==> config.mk <==
export PLATFORM = sky130hd
export DESIGN_NAME = axi_lite_mem_bridge
export DESIGN_NICKNAME = d
export VERILOG_FILES = /design/src/rtl/axi_lite_mem_bridge.sv
export SDC_FILE = /design/constraint.sdc
export NUM_CORES = 1
export LEC_CHECK = 0
export CORE_ASPECT_RATIO = 0.5
export CORE_MARGIN = 8
export CORE_UTILIZATION = 41
export DETAILED_ROUTE_END_ITERATION = 16
export PLACE_DENSITY = 0.92
export RECOVER_POWER = 100
export SETUP_SLACK_MARGIN = 0.5
export SLEW_MARGIN = 20
export SYNTH_ARGS = -nofsm -noshare
export SYNTH_HDL_FRONTEND = slang
export SYNTH_SLANG_ARGS = --single-unit
==> constraint.sdc <==
create_clock -name clk_i -period 10.31 [get_ports clk_i]
set_clock_uncertainty 0.1 [all_clocks]
set_input_delay 1.031 -clock clk_i [delete_from_list [all_inputs] [get_ports clk_i]]
set_output_delay 1.031 -clock clk_i [all_outputs]
set_load 0.01 [all_outputs]
==> src/rtl/axi_lite_mem_bridge.sv <==
// AXI4-Lite slave to req/gnt/rvalid memory adapter: joins AW+W, arbitrates fairly
// against AR, decodes out-of-range addresses locally and keeps per-channel response order.

package axi_lite_mem_bridge_pkg;
    typedef struct packed {
        logic [31:0] addr;
        logic [2:0]  prot;
    } axi_lite_ax_t;

    typedef struct packed {
        logic [31:0] data;
        logic [3:0]  strb;
    } axi_lite_w_t;

    typedef struct packed {
        logic [1:0] resp;
    } axi_lite_b_t;

    typedef struct packed {
        logic [31:0] data;
        logic [1:0]  resp;
    } axi_lite_r_t;

    typedef struct packed {
        axi_lite_ax_t aw;
        logic         aw_valid;
        axi_lite_w_t  w;
        logic         w_valid;
        logic         b_ready;
        axi_lite_ax_t ar;
        logic         ar_valid;
        logic         r_ready;
    } axi_lite_req_t;

    typedef struct packed {
        logic         aw_ready;
        logic         w_ready;
        axi_lite_b_t  b;
        logic         b_valid;
        logic         ar_ready;
        axi_lite_r_t  r;
        logic         r_valid;
    } axi_lite_resp_t;
endpackage

module axi_lite_mem_bridge_fifo #(
    parameter int unsigned Width = 1,
    parameter int unsigned Depth = 2
) (
    input  logic             clk_i,
    input  logic             rst_ni,
    input  logic             push_i,
    input  logic [Width-1:0] data_i,
    input  logic             pop_i,
    output logic [Width-1:0] data_o,
    output logic             empty_o
);
    localparam int unsigned PtrWidth = (Depth > 1) ? $clog2(Depth) : 1;
    localparam int unsigned CntWidth = $clog2(Depth + 1);

    logic [Width-1:0]    mem_q [Depth];
    logic [PtrWidth-1:0] wr_ptr_q, wr_ptr_d, rd_ptr_q, rd_ptr_d;
    logic [CntWidth-1:0] count_q, count_d;
    logic                full;

    function automatic logic [PtrWidth-1:0] ptr_inc(input logic [PtrWidth-1:0] p);
        return (p == PtrWidth'(Depth - 1)) ? '0 : p + PtrWidth'(1);
    endfunction

    always_comb begin
        full     = (count_q == CntWidth'(Depth));
        empty_o  = (count_q == '0);
        data_o   = mem_q[rd_ptr_q];
        wr_ptr_d = push_i ? ptr_inc(wr_ptr_q) : wr_ptr_q;
        rd_ptr_d = pop_i ? ptr_inc(rd_ptr_q) : rd_ptr_q;
        count_d  = count_q + CntWidth'(push_i) - CntWidth'(pop_i);
    end

    always_ff @(posedge clk_i or negedge rst_ni) begin
        if (!rst_ni) begin
            wr_ptr_q <= '0;
            rd_ptr_q <= '0;
            count_q  <= '0;
        end else begin
            wr_ptr_q <= wr_ptr_d;
            rd_ptr_q <= rd_ptr_d;
            count_q  <= count_d;
        end
    end

    // Storage needs no reset: the pointers alone define what is valid.
    always_ff @(posedge clk_i) begin
        if (push_i) begin
            mem_q[wr_ptr_q] <= data_i;
        end
    end

`ifndef SYNTHESIS
    a_no_overflow: assert property (@(posedge clk_i) disable iff (!rst_ni) push_i |-> !full);
`endif
endmodule

module axi_lite_mem_bridge #(
    parameter int unsigned AddrWidth = 32,
    parameter int unsigned DataWidth = 32,
    parameter int unsigned MemBytes  = 4096,
    parameter int unsigned MaxTxns   = 2,
    parameter type lite_req_t  = axi_lite_mem_bridge_pkg::axi_lite_req_t,
    parameter type lite_resp_t = axi_lite_mem_bridge_pkg::axi_lite_resp_t
) (
    input  logic                   clk_i,
    input  logic                   rst_ni,
    input  lite_req_t              slv_req_i,
    output lite_resp_t             slv_resp_o,
    output logic                   mem_req_o,
    input  logic                   mem_gnt_i,
    output logic [AddrWidth-1:0]   mem_addr_o,
    output logic                   mem_we_o,
    output logic [DataWidth-1:0]   mem_wdata_o,
    output logic [DataWidth/8-1:0] mem_be_o,
    input  logic                   mem_rvalid_i,
    input  logic [DataWidth-1:0]   mem_rdata_i
);
    localparam int unsigned StrbWidth = DataWidth / 8;
    localparam int unsigned CntWidth  = $clog2(MaxTxns + 1);
    localparam int unsigned RspWidth  = 1 + 2 + DataWidth;
    localparam logic [AddrWidth-1:0] MemLimit  = AddrWidth'(MemBytes);
    localparam logic [AddrWidth-1:0] AlignMask = ~AddrWidth'(StrbWidth - 1);
    localparam logic [1:0] RespOkay   = 2'b00;
    localparam logic [1:0] RespDecerr = 2'b11;

    typedef enum logic {ST_IDLE, ST_LOCKED} state_e;

    state_e                state_q, state_d;
    logic                  lock_sel_q, lock_sel_d;
    logic                  prio_write_q, prio_write_d;
    logic [CntWidth-1:0]   cnt_q, cnt_d;

    logic                  write_cand, read_cand, credit_ok;
    logic                  sel_write, cand, in_range;
    logic [AddrWidth-1:0]  sel_addr;
    logic                  mem_accept, err_accept, accept;
    logic                  pend_empty, pend_head_write;
    logic                  rsp_push, rsp_pop, rsp_empty;
    logic [RspWidth-1:0]   rsp_push_data, rsp_head;
    logic                  rsp_is_write;
    logic [1:0]            rsp_resp;
    logic [DataWidth-1:0]  rsp_data;
    logic                  unused_prot;

    assign unused_prot = ^{slv_req_i.aw.prot, slv_req_i.ar.prot};

    // Candidate selection; a locked request keeps its side until granted.
    always_comb begin
        write_cand = slv_req_i.aw_valid & slv_req_i.w_valid;
        read_cand  = slv_req_i.ar_valid;
        credit_ok  = (cnt_q < CntWidth'(MaxTxns));
        if (state_q == ST_LOCKED) begin
            sel_write = lock_sel_q;
        end else if (write_cand && read_cand) begin
            sel_write = prio_write_q;
        end else begin
            sel_write = write_cand;
        end
        cand       = (state_q == ST_LOCKED) | (credit_ok & (sel_write ? write_cand : read_cand));
        sel_addr   = sel_write ? AddrWidth'(slv_req_i.aw.addr) : AddrWidth'(slv_req_i.ar.addr);
        in_range   = (sel_addr < MemLimit);
        mem_accept = cand & in_range & mem_gnt_i;
        // Errors wait for the memory pipe to drain so they cannot overtake older responses.
        err_accept = cand & ~in_range & pend_empty & ~mem_rvalid_i;
        accept     = mem_accept | err_accept;
    end

    always_ff @(posedge clk_i or negedge rst_ni) begin
        if (!rst_ni) begin
            state_q      <= ST_IDLE;
            lock_sel_q   <= 1'b0;
            prio_write_q <= 1'b0;
            cnt_q        <= '0;
        end else begin
            state_q      <= state_d;
            lock_sel_q   <= lock_sel_d;
            prio_write_q <= prio_write_d;
            cnt_q        <= cnt_d;
        end
    end

    always_comb begin
        state_d      = (mem_req_o && !mem_gnt_i) ? ST_LOCKED : ST_IDLE;
        lock_sel_d   = sel_write;
        prio_write_d = accept ? ~sel_write : prio_write_q;
        cnt_d        = cnt_q + CntWidth'(accept) - CntWidth'(rsp_pop);
    end

    always_comb begin
        mem_req_o   = cand & in_range;
        mem_we_o    = sel_write;
        mem_addr_o  = sel_addr & AlignMask;
        mem_wdata_o = sel_write ? DataWidth'(slv_req_i.w.data) : '0;
        mem_be_o    = sel_write ? StrbWidth'(slv_req_i.w.strb) : '0;
    end

    axi_lite_mem_bridge_fifo #(
        .Width (1),
        .Depth (MaxTxns)
    ) i_pend_fifo (
        .clk_i   (clk_i),
        .rst_ni  (rst_ni),
        .push_i  (mem_accept),
        .data_i  (sel_write),
        .pop_i   (mem_rvalid_i),
        .data_o  (pend_head_write),
        .empty_o (pend_empty)
    );

    always_comb begin
        rsp_push      = mem_rvalid_i | err_accept;
        rsp_push_data = mem_rvalid_i ? {pend_head_write, RespOkay, mem_rdata_i}
                                     : {sel_write, RespDecerr, {DataWidth{1'b0}}};
        rsp_is_write  = rsp_head[RspWidth-1];
        rsp_resp      = rsp_head[DataWidth +: 2];
        rsp_data      = rsp_head[DataWidth-1:0];
        rsp_pop       = ~rsp_empty & (rsp_is_write ? slv_req_i.b_ready : slv_req_i.r_ready);
    end

    axi_lite_mem_bridge_fifo #(
        .Width (RspWidth),
        .Depth (MaxTxns)
    ) i_rsp_fifo (
        .clk_i   (clk_i),
        .rst_ni  (rst_ni),
        .push_i  (rsp_push),
        .data_i  (rsp_push_data),
        .pop_i   (rsp_pop),
        .data_o  (rsp_head),
        .empty_o (rsp_empty)
    );

    always_comb begin
        slv_resp_o          = '0;
        slv_resp_o.aw_ready = accept & sel_write;
        slv_resp_o.w_ready  = accept & sel_write;
        slv_resp_o.ar_ready = accept & ~sel_write;
        slv_resp_o.b_valid  = ~rsp_empty & rsp_is_write;
        slv_resp_o.b.resp   = rsp_resp;
        slv_resp_o.r_valid  = ~rsp_empty & ~rsp_is_write;
        slv_resp_o.r.data   = rsp_data;
        slv_resp_o.r.resp   = rsp_resp;
    end

`ifndef SYNTHESIS
    a_mem_stable: assert property (@(posedge clk_i) disable iff (!rst_ni)
        (mem_req_o && !mem_gnt_i) |=> (mem_req_o && $stable(mem_addr_o) && $stable(mem_we_o)
                                       && $stable(mem_wdata_o) && $stable(mem_be_o)));
    a_rvalid_pending: assert property (@(posedge clk_i) disable iff (!rst_ni)
        mem_rvalid_i |-> !pend_empty);
`endif
endmodule
==> results of run 1 <==
[registers in the layout, summed over array words and instances, names as in the netlist]
| register | flops |
|---|---|
| i_rsp_fifo.mem_q | 68 |
| cnt_q | 2 |
| i_pend_fifo.count_q | 2 |
| i_pend_fifo.mem_q | 2 |
| i_rsp_fifo.count_q | 2 |
| i_pend_fifo.rd_ptr_q | 1 |
| i_pend_fifo.wr_ptr_q | 1 |
| i_rsp_fifo.rd_ptr_q | 1 |
| i_rsp_fifo.wr_ptr_q | 1 |
| lock_sel_q | 1 |
| prio_write_q | 1 |
| state_q | 1 |
[how the worst max path moves through the flow]
stage,from,slack [ns],depth (start not counted),to
6_report,slv_req_i[75],3.40,8,mem_req_o
3_5_place_dp,slv_req_i[75],5.48,8,mem_req_o
4_1_cts,slv_req_i[38],5.46,8,mem_req_o
2_1_floorplan,slv_req_i[1],6.39,5,i_rsp_fifo.mem_q[0][0]$_DFFE_PP_
5_1_grt,slv_req_i[75],2.86,8,i_rsp_fifo.mem_q[1][12]$_DFFE_PP_
3_3_place_gp,slv_req_i[75],5.55,8,mem_req_o
[logic make-up (layout without fill, tap and decap cells)]
| group | Yosys count | after routing |
|---|---|---|
| xor gates and xnor gates | 10 | 10 |
| buffers and inverters | 28 | 271 |
| AOI/OAI and AO/OA | 10 | 10 |
| DFF | 83 | 83 |
| and+or+nand+nor | 113 | 113 |
| adders and majority gates | 6 | 6 |
| muxes | 67 | 67 |
| other | 1 | 2 |
[power breakdown]
part           leakage, uW  internal, uW  switching [uW]
clock             0.000146           209             118
combinational      0.00163           292             231
sequential        0.000830           469            42.6
[per-layer routing]
metal	wire length, microns	vias to the layer above	track usage
met3	1150	12	0.0803
met4	179	0	0.0450
li1	-	1613	-
met2	7530	106	0.359
met1	4720	1563	0.172
met5	0	-	0
[stage by stage]
stage | setup WS (ns) | cells | hold WS, ns
final | 3.40 | 702 | 0.385
after global routing | 2.86 | 702 | 0.400
after floorplan | 6.39 | 319 | 0.346
after global placement | 5.55 | 686 | 0.361
after detailed placement | 5.48 | 686 | 0.371
after CTS | 5.46 | 702 | 0.386
[cell usage in the layout, fill, tap and decap left out, types with 4 or more instances in the layout]
master,count
and2_0,62
and2_1,7
clkbuf_16,9
clkdlybuf4s50_1,166
clkinv_1,4
dfrtp_1,13
dlygate4sd3_1,79
edfxtp_1,70
ha_1,6
inv_1,6
mux2_2,60
mux2i_1,4
nand2_1,5
nand3_1,4
nor2_1,13
nor4_1,8
xnor2_1,7
[final cells by class]
type / count / area (sq um) / area share
clock buffers: 9 / 225 / 0.0317
well taps: 140 / 175 / 0.0247
repair buffers: 249 / 2470 / 0.348
multi-input cells: 208 / 1700 / 0.239
clock inverters: 7 / 82.6 / 0.0116
flip-flops and latches: 83 / 2430 / 0.342
inverters: 6 / 22.5 / 0.00317
[worst max-delay path: cells and delay by family]
kind / cells / cell delay (ns)
AOI/OAI and AO/OA: 1 / 0.21
and+or+nand+nor: 4 / 1.10
buffers and inverters: 3 / 3.42
==> reports/metrics.yaml, run 1 <==
global_route:
  grt_pass1_wl_microns: 20400
  grt_pass1_vias: 3827
  grt_max_degree: 79
  grt_antenna_before_repair: 0
  grt_use_total: 0.182
  grt_overflow: 0
logic_synthesis:
  synthAdderAreaFrac: 0.0174
  synth.avg_cell_area_sq_um: 13.5
  synth_top_family_by_area: "multiplexers"
  syn-cell-area_sq_um: 4300
  yosysUniqueCellTypes: 36
  synthMuxAreaShare: 0.174
  synth_simple_gate_area_share: 0.166
  yosys_warnings: 0
  ys_top_cells_by_area: "edfxtp_1, mux2_2, and2_1"
  synth_compound_area_frac: 0.0224
  synth_xor_area_frac: 0.0203
  synth_most_common_cell: "edfxtp_1"
  synth_top_area_share: 0.488
  ys.flop_type: "edfxtp_1"
  synth-edff-count: 70
  ys_seq_area_frac: 0.564
  synthTopCellsByCount: "edfxtp_1, and2_1, mux2_2"
  synth_top_area_cell: "edfxtp_1"
  async_flop_share: 0.157
  ys_ff_latch: 83
  syn_inst: 318
final_layout:
  layout-drive-gt1-share: 0.142
  nFillCells: 729
  fin_util: 0.695
  fin_area_sq_um: 7100
  n_antenna_cell: 0
  nets: 710
  area_growth_pct: 65.1
die:
  rows: 26
  dieArea_sq_um: 14200
  die_x_microns: 161
  start_util: 0.421
  core_area_sq_um: 10200
  io_pins: 258
  die_h_microns: 88.5
min_path:
  whs_path_depth: 1
  hp-class: "flip-flop to flip-flop"
  min_from: "i_pend_fifo.count_q[1]$_DFF_PN0_"
  min_to: "i_pend_fifo.count_q[1]$_DFF_PN0_"
sta:
  fin_crit_ns: 6.91
  rsz0062_at_grt: "no"
  setup_tns_ns: 0
  finalHoldViolCount: 0
  maxSlewViolCount: 79
  slew-limit-headroom: -1.07
  worst_pin_slew_ns: 3.10
  finalSetupViolCount: 0
  clock.fmax_ghz: 0.145
  fin_crit_sh: 0.671
cts:
  htree_levels: 3
  cts_setup_buffers: 0
  insertion_delay_ns: 0.33
  holdBufCountCts: 0
  cts_buffers: 9
  clockBufferDepth: 2
  ctsResizeCount: 0
  cts_tree: "done"
  cts.sinks: 83
  clkSlewWorstSetupHoldPaths_ns: 0.06
  clockRootBuffer: "clkbuf_16"
placed_design:
  gp_congestion: 0.781
  placed_area_sq_um: 6840
  io_buffers: 245
  dp_hpwl_microns: 10600
setup_path:
  r2r_end: "i_rsp_fifo.mem_q[1][20]$_DFFE_PP_"
  timing.reg2reg.worst_path_depth: 6
  r2r_start: "state_q$_DFF_PN0_"
  cp-end-kind: "output pin"
  arrival_ns: 5.78
  crit_required_ns: 9.18
  crit_fanout: 78
  cp_slowest_cell: "clkbuf_1"
  timing.critical_path.cells: "dlygate4sd3_1 > nand2_1 > o31ai_4 > clkbuf_1 > nor3_1 > nor2_1 > nor2_1 > dlygate4sd3_1"
  critPathLaunchType: "primary input"
  crit_type: "primary input to output pin"
  critPathMaxStageDelay_ns: 2.21
  r2r_setup_slack_ns: 4.37
run_status:
  run_status: "finished, violations left"
  violations: "capacitance limit, slew limit"
power:
  p_leak_uw: 0.00261
  peakVddDrop_mv: 0.130
  p_total_uw: 1360
  p_per_area_nw_per_um2: 192
route:
  vias: 3294
  drt_wl_total_microns: 13600
  vias_per_cell: 4.69
  ant_nets: 0
  drt_pre_antenna_iters: 4
  drc: 0
  drt_iter0_drc: 105
  drt-wirelength-per-cell_microns: 19.3
run:
  maxCapViolCount: 1
No activity file was read; power rests on OpenSTA's default activity.
==> run 2, diff against run 1 <==
--- a/config.mk
+++ b/config.mk
@@ -7,9 +7,9 @@
 export LEC_CHECK = 0
 export CORE_ASPECT_RATIO = 0.5
 export CORE_MARGIN = 8
-export CORE_UTILIZATION = 41
+export CORE_UTILIZATION = 38
 export DETAILED_ROUTE_END_ITERATION = 16
-export PLACE_DENSITY = 0.92
+export PLACE_DENSITY = 0.86
 export RECOVER_POWER = 100
 export SETUP_SLACK_MARGIN = 0.5
 export SLEW_MARGIN = 20
==> constraint.sdc (replaced) <==
create_clock -name clk_i -period 7 [get_ports clk_i]
set_clock_uncertainty 0.1 [all_clocks]
set_input_delay 0.7 -clock clk_i [delete_from_list [all_inputs] [get_ports clk_i]]
set_output_delay 0.7 -clock clk_i [all_outputs]
set_load 0.01 [all_outputs]
==> run 2 against run 1 <==
Against the previous run: the flow now finishes without violations; via count increased by 0.33%; count of clock-buffer cells in the layout increased by 2; die area increased by 6.8%; flip-flop and latch count is the same; critical path depth unchanged; critical path type is now primary input to flip-flop.
==> reports/metrics.yaml, run 2 (same netlist as run 1, synthesis figures left out) <==
run_status:
  run_status: "finished, final reports clean"  # was finished, violations left
cts:
  insertion_delay_ns: 0.33  # about the same
  clockRootBuffer: "clkbuf_16"  # unchanged
  clkSlewWorstSetupHoldPaths_ns: 0.06  # about the same
  cts_buffers: 9  # unchanged
  cts_setup_buffers: 0  # unchanged
  htree_levels: 3  # unchanged
  ctsResizeCount: 0  # unchanged
  cts.sinks: 83  # unchanged
  holdBufCountCts: 0  # unchanged
  clockBufferDepth: 2  # unchanged
  cts_tree: "done"  # unchanged
route:
  drt_iter0_drc: 65  # was 105
  vias_per_cell: 4.67  # was 4.69
  vias: 3305  # was 3294
  ant_nets: 0  # unchanged
  drt_wl_total_microns: 13300  # was 13600 microns
  drc: 0  # unchanged
  drt-wirelength-per-cell_microns: 18.8  # was 19.3 microns
  drt_pre_antenna_iters: 4  # unchanged
sta:
  maxSlewViolCount: 0  # was 79
  clock.fmax_ghz: 0.197
  slew-limit-headroom: 0.0261  # was -1.07
  finalSetupViolCount: 0  # unchanged
  fin_crit_sh: 0.726
  rsz0062_at_grt: "no"  # unchanged
  fin_crit_ns: 5.08
  setup_tns_ns: 0  # unchanged
  worst_pin_slew_ns: 1.46  # was 3.10 ns
  finalHoldViolCount: 0  # unchanged
placed_design:
  dp_hpwl_microns: 10400  # was 10600 microns
  gp_congestion: 0.810  # was 0.781
  io_buffers: 245  # unchanged
setup_path:
  cp-end-kind: "flip-flop"  # was output pin
  startpoint: "slv_req_i[75]"  # unchanged
  crit_type: "primary input to flip-flop"  # was primary input to output pin
  critPathLaunchType: "primary input"  # unchanged
  r2r_start: "state_q$_DFF_PN0_"  # unchanged
  crit_fanout: 78  # unchanged
  crit_required_ns: 6.84  # was 9.18 ns
  arrival_ns: 4.92  # was 5.78 ns
global_route:
  grt_pass1_wl_microns: 20700  # was 20400 microns
  grt_use_total: 0.170  # was 0.182
  grt_pass1_vias: 3747  # was 3827
  grt_overflow: 0  # unchanged
  grt_max_degree: 79  # unchanged
  grt_antenna_before_repair: 0  # unchanged
min_path:
  min_from: "i_rsp_fifo.count_q[1]$_DFF_PN0_"  # was i_pend_fifo.count_q[1]$_DFF_PN0_
  hp-class: "flip-flop to flip-flop"  # unchanged
power:
  p_per_area_nw_per_um2: 279  # was 192 nW/um^2
  p_leak_uw: 0.00263  # was 0.00261 uW
  peakVddDrop_mv: 0.143  # was 0.130 mV
  p_total_uw: 1980  # was 1360 uW
die:
  die_h_microns: 91.3  # was 88.5 microns
  die_x_microns: 167  # was 161 microns
  dieArea_sq_um: 15200  # was 14200 sq um
  rows: 27  # was 26
  start_util: 0.391  # was 0.421
  core_area_sq_um: 11000  # was 10200 sq um
  io_pins: 258  # unchanged
final_layout:
  final_common_cell: "clkdlybuf4s50_1"  # unchanged
  top_register: "i_rsp_fifo.mem_q"  # unchanged
  n_antenna_cell: 0  # unchanged
  area_growth_pct: 64.8  # was 65.1%
  fin_util: 0.644  # was 0.695
  nFillCells: 855  # was 729
  largest_reg_flops: 68  # unchanged
  final_cell_mix: "clkdlybuf4s50_1, dlygate4sd3_1, edfxtp_1"  # unchanged
  layout-drive-gt1-share: 0.148  # was 0.142
  nets: 710  # unchanged
run:
  maxCapViolCount: 0  # was 1
==> run 2: per-stage QoR <==
stage / hold slack (ns) / cells / instance area (sq um) / setup WS [ns]
floorplan: 0.304 / 319 / 4310 / 3.42
global placement: 0.361 / 691 / 6850 / 2.77
detailed placement: 0.367 / 691 / 6850 / 2.69
CTS: 0.379 / 707 / 7150 / 2.79
global route: 0.386 / 707 / 7090 / 1.57
finish: 0.371 / 707 / 7090 / 1.92
==> run 2: final cells by class <==
type | count | area, sq um | share of cell area
Tap cell | 145 | 181 | 0.0256
Sequential cell | 83 | 2430 | 0.342
Multi-Input combinational cell | 208 | 1690 | 0.239
Clock buffer | 11 | 243 | 0.0342
Timing Repair Buffer | 249 | 2470 | 0.348
Inverter | 6 | 22.5 | 0.00318
Clock inverter | 5 | 53.8 | 0.00759
==> run 2: power by group <==
group / leakage [uW] / total (uW) / internal, uW / switching [uW]
registers: 0.000830 / 752 / 692 / 60.7
clock network: 0.000139 / 462 / 284 / 178
logic: 0.00166 / 764 / 424 / 340
total: 0.00263 / 1980 / 1400 / 578
==> run 2: critical path: stages <==
cell and delay [ns]:
dlygate4sd3_1 0.58, nand2_1 0.10, o31ai_4 0.21, buf_4 0.60, nor3_1 0.21, o31ai_1 0.59
and2_0 0.98, clkbuf_1 0.89
==> run 2: final timing paths <==
| check | to | slack (ns) | cells past startpoint |
|---|---|---|---|
| min | i_rsp_fifo.count_q[1]$_DFF_PN0_ | 0.37 | 1 |
| max | i_rsp_fifo.mem_q[1][17]$_DFFE_PP_ | 1.92 | 8 |
| min reg2reg | i_rsp_fifo.count_q[1]$_DFF_PN0_ | 0.37 | 1 |
| min in group asynchronous | cnt_q[1]$_DFF_PN0_ | 0.72 | 1 |
| max in group asynchronous | i_pend_fifo.count_q[1]$_DFF_PN0_ | 5.67 | 1 |
| max reg2reg | i_rsp_fifo.mem_q[1][17]$_DFFE_PP_ | 2.49 | 6 |
==> run 2: per-layer routing <==
metal	share of wire	vias to the layer above	track usage
li1	-	1603	-
met1	0.36	1568	0.163
met2	0.54	119	0.329
met3	0.082	15	0.0730
met4	0.016	0	0.0477
met5	0	-	0
==> run 3, diff against run 2 <==
==> constraint.sdc (replaced) <==
create_clock -name clk_i -period 4.94 [get_ports clk_i]
set_clock_uncertainty 0.1 [all_clocks]
set_input_delay 0.494 -clock clk_i [delete_from_list [all_inputs] [get_ports clk_i]]
set_output_delay 0.494 -clock clk_i [all_outputs]
set_load 0.01 [all_outputs]
==> run 3 against run 2 <==
Against the previous run: flip-flop and latch count did not move; total power rose by 50%; first-iteration DRC count rose by 97%; largest power group unchanged; combinational power rose by 44%; core utilization rose by 0.93 points; global-route usage rose by 0.13 points.
==> reports/metrics.yaml, run 3 (same netlist as run 1, synthesis figures left out) <==
run_status:
  run_status: "finished, final reports clean"  # unchanged
route:
  drc: 0  # unchanged
  drt_iter0_drc: 128  # was 65
  drt-wirelength-per-cell_microns: 18.7  # was 18.8 microns
  drt_wl_total_microns: 13200  # was 13300 microns
  vias_per_cell: 4.69  # was 4.67
  ant_nets: 0  # unchanged
  vias: 3322  # was 3305
  drt_pre_antenna_iters: 4  # unchanged
die:
  die_x_microns: 167  # unchanged
  rows: 27  # unchanged
  die_h_microns: 91.3  # unchanged
  io_pins: 258  # unchanged
  start_util: 0.391  # unchanged
  dieArea_sq_um: 15200  # unchanged
  core_area_sq_um: 11000  # unchanged
cts:
  ctsResizeCount: 0  # unchanged
  htree_levels: 3  # unchanged
  cts_buffers: 9  # unchanged
  clockBufferDepth: 2  # unchanged
  cts_tree: "done"  # unchanged
  insertion_delay_ns: 0.33  # about the same
  cts.sinks: 83  # unchanged
  clockRootBuffer: "clkbuf_16"  # unchanged
  clkSlewWorstSetupHoldPaths_ns: 0.06  # about the same
  cts_setup_buffers: 0  # unchanged
  holdBufCountCts: 0  # unchanged
global_route:
  grt_antenna_before_repair: 0  # unchanged
  grt_overflow: 0  # unchanged
  grt_pass1_wl_microns: 20700  # about the same
  grt_max_degree: 38  # was 79
  grt_use_total: 0.171  # was 0.170
  grt_pass1_vias: 3808  # was 3747
setup_path:
  r2r_end: "i_rsp_fifo.mem_q[1][10]$_DFFE_PP_"  # was i_rsp_fifo.mem_q[1][17]$_DFFE_PP_
  r2r_start: "state_q$_DFF_PN0_"  # unchanged
  timing.critical_path.cells: "clkdlybuf4s50_1 > clkbuf_1 > inv_1 > and4_1 > mux2i_1 > nor2_1 > dlygate4sd3_1"  # was dlygate4sd3_1 > nand2_1 > o31ai_4 > buf_4 > nor3_1 > o31ai_1 > and2_0 > clkbuf_1
  cp-end-kind: "output pin"  # was flip-flop
  crit_required_ns: 4.35  # was 6.84 ns
  startpoint: "mem_rvalid_i"  # was slv_req_i[75]
  crit_type: "primary input to output pin"  # was primary input to flip-flop
  timing.reg2reg.worst_path_depth: 5  # was 6
  r2r_setup_slack_ns: 1.69  # was 2.49 ns
  crit_path_end: "slv_resp_o[35]"  # was i_rsp_fifo.mem_q[1][17]$_DFFE_PP_
  cp_slowest_cell: "clkbuf_1"  # was and2_0
  arrival_ns: 3.47  # was 4.92 ns
  critPathBufInv: 4  # was 3
  crit_fanout: 37  # was 78
  crit_cells: 7  # was 8
  path_delay_family: "buffers and inverters"  # unchanged
  critPathLaunchType: "primary input"  # unchanged
  critPathMaxStageDelay_ns: 1.06  # was 0.98 ns
final_layout:
  nets: 712  # was 710
  nFillCells: 815  # was 855
  fin_util: 0.653  # was 0.644
  fin_area_sq_um: 7190  # was 7090 sq um
  top_register: "i_rsp_fifo.mem_q"  # unchanged
  layout-drive-gt1-share: 0.154  # was 0.148
  n_antenna_cell: 0  # unchanged
  area_growth_pct: 67.2  # was 64.8%
  final_common_cell: "clkdlybuf4s50_1"  # unchanged
  final_cell_mix: "clkdlybuf4s50_1, dlygate4sd3_1, edfxtp_1"  # unchanged
  largest_reg_flops: 68  # unchanged
sta:
  hold_ws_ns: 0.377  # was 0.371 ns
  clock.fmax_ghz: 0.246
  worst_pin_slew_ns: 1.46  # about the same
  rsz0062_at_grt: "no"  # unchanged
  setup_tns_ns: 0  # unchanged
  finalHoldViolCount: 0  # unchanged
  maxSlewViolCount: 0  # unchanged
  fin_crit_sh: 0.822
  slew-limit-headroom: 0.0278  # was 0.0261
  finalSetupViolCount: 0  # unchanged
  fin_crit_ns: 4.06
placed_design:
  placed_area_sq_um: 6880  # was 6850 sq um
  dp_hpwl_microns: 10500  # was 10400 microns
  io_buffers: 245  # unchanged
  gp_congestion: 0.811  # was 0.810
power:
  peakVddDrop_mv: 0.222  # was 0.143 mV
  p_total_uw: 2960  # was 1980 uW
  p_leak_uw: 0.00266  # was 0.00263 uW
  p_per_area_nw_per_um2: 411  # was 279 nW/um^2
run:
  maxCapViolCount: 0  # unchanged
min_path:
  hp-class: "flip-flop to flip-flop"  # unchanged
-- run 3: worst min path at each step --
stage,to,slack [ns],startpoint,depth (start not counted)
6_report,i_rsp_fifo.count_q[1]$_DFF_PN0_,0.38,i_rsp_fifo.count_q[1]$_DFF_PN0_,1
5_1_grt,i_rsp_fifo.count_q[1]$_DFF_PN0_,0.41,i_rsp_fifo.count_q[1]$_DFF_PN0_,1
2_1_floorplan,cnt_q[0]$_DFF_PN0_,0.1,rst_ni,0
3_3_place_gp,i_pend_fifo.count_q[1]$_DFF_PN0_,0.36,i_pend_fifo.count_q[1]$_DFF_PN0_,1
4_1_cts,i_rsp_fifo.count_q[1]$_DFF_PN0_,0.38,i_rsp_fifo.count_q[1]$_DFF_PN0_,1
3_5_place_dp,i_rsp_fifo.count_q[1]$_DFF_PN0_,0.36,i_rsp_fifo.count_q[1]$_DFF_PN0_,1
-- run 3: routing by layer --
| layer | up-vias | wire length (microns) | GRT usage |
|---|---|---|---|
| met5 | - | 0 | 0 |
| met4 | 0 | 285 | 0.0544 |
| met3 | 17 | 1020 | 0.0665 |
| met2 | 116 | 7070 | 0.332 |
| met1 | 1581 | 4850 | 0.166 |
| li1 | 1608 | - | - |
-- run 3: power by group --
part / internal [uW] / switching [uW]
combinational: 616 / 486
sequential: 977 / 78.4
clock: 547 / 257
total: 2140 / 821
-- run 3: area by class of cell --
| cell class | count | area (sq um) | share of cell area |
|---|---|---|---|
| Sequential cell | 83 | 2430 | 0.337 |
| Clock inverter | 6 | 138 | 0.0191 |
| Inverter | 6 | 22.5 | 0.00313 |
| Tap cell | 145 | 181 | 0.0252 |
| Clock buffer | 10 | 229 | 0.0318 |
| Timing Repair Buffer | 251 | 2500 | 0.347 |
| Multi-Input combinational cell | 208 | 1700 | 0.236 |
-- run 3: through the flow --
stage               cells  setup slack (ns)
floorplan             319              1.56
global placement      693              1.45
detailed placement    693              1.43
CTS                   709              1.42
global route          709             0.673
finish                709             0.881
-- run 3: worst reg2reg max path, stage by stage (launching register included) --
cell	delay [ns]
dfrtp_1	0.44
o31ai_4	0.50
nor3_2	0.13
o31ai_1	0.57
and2_0	0.94
buf_12	0.27
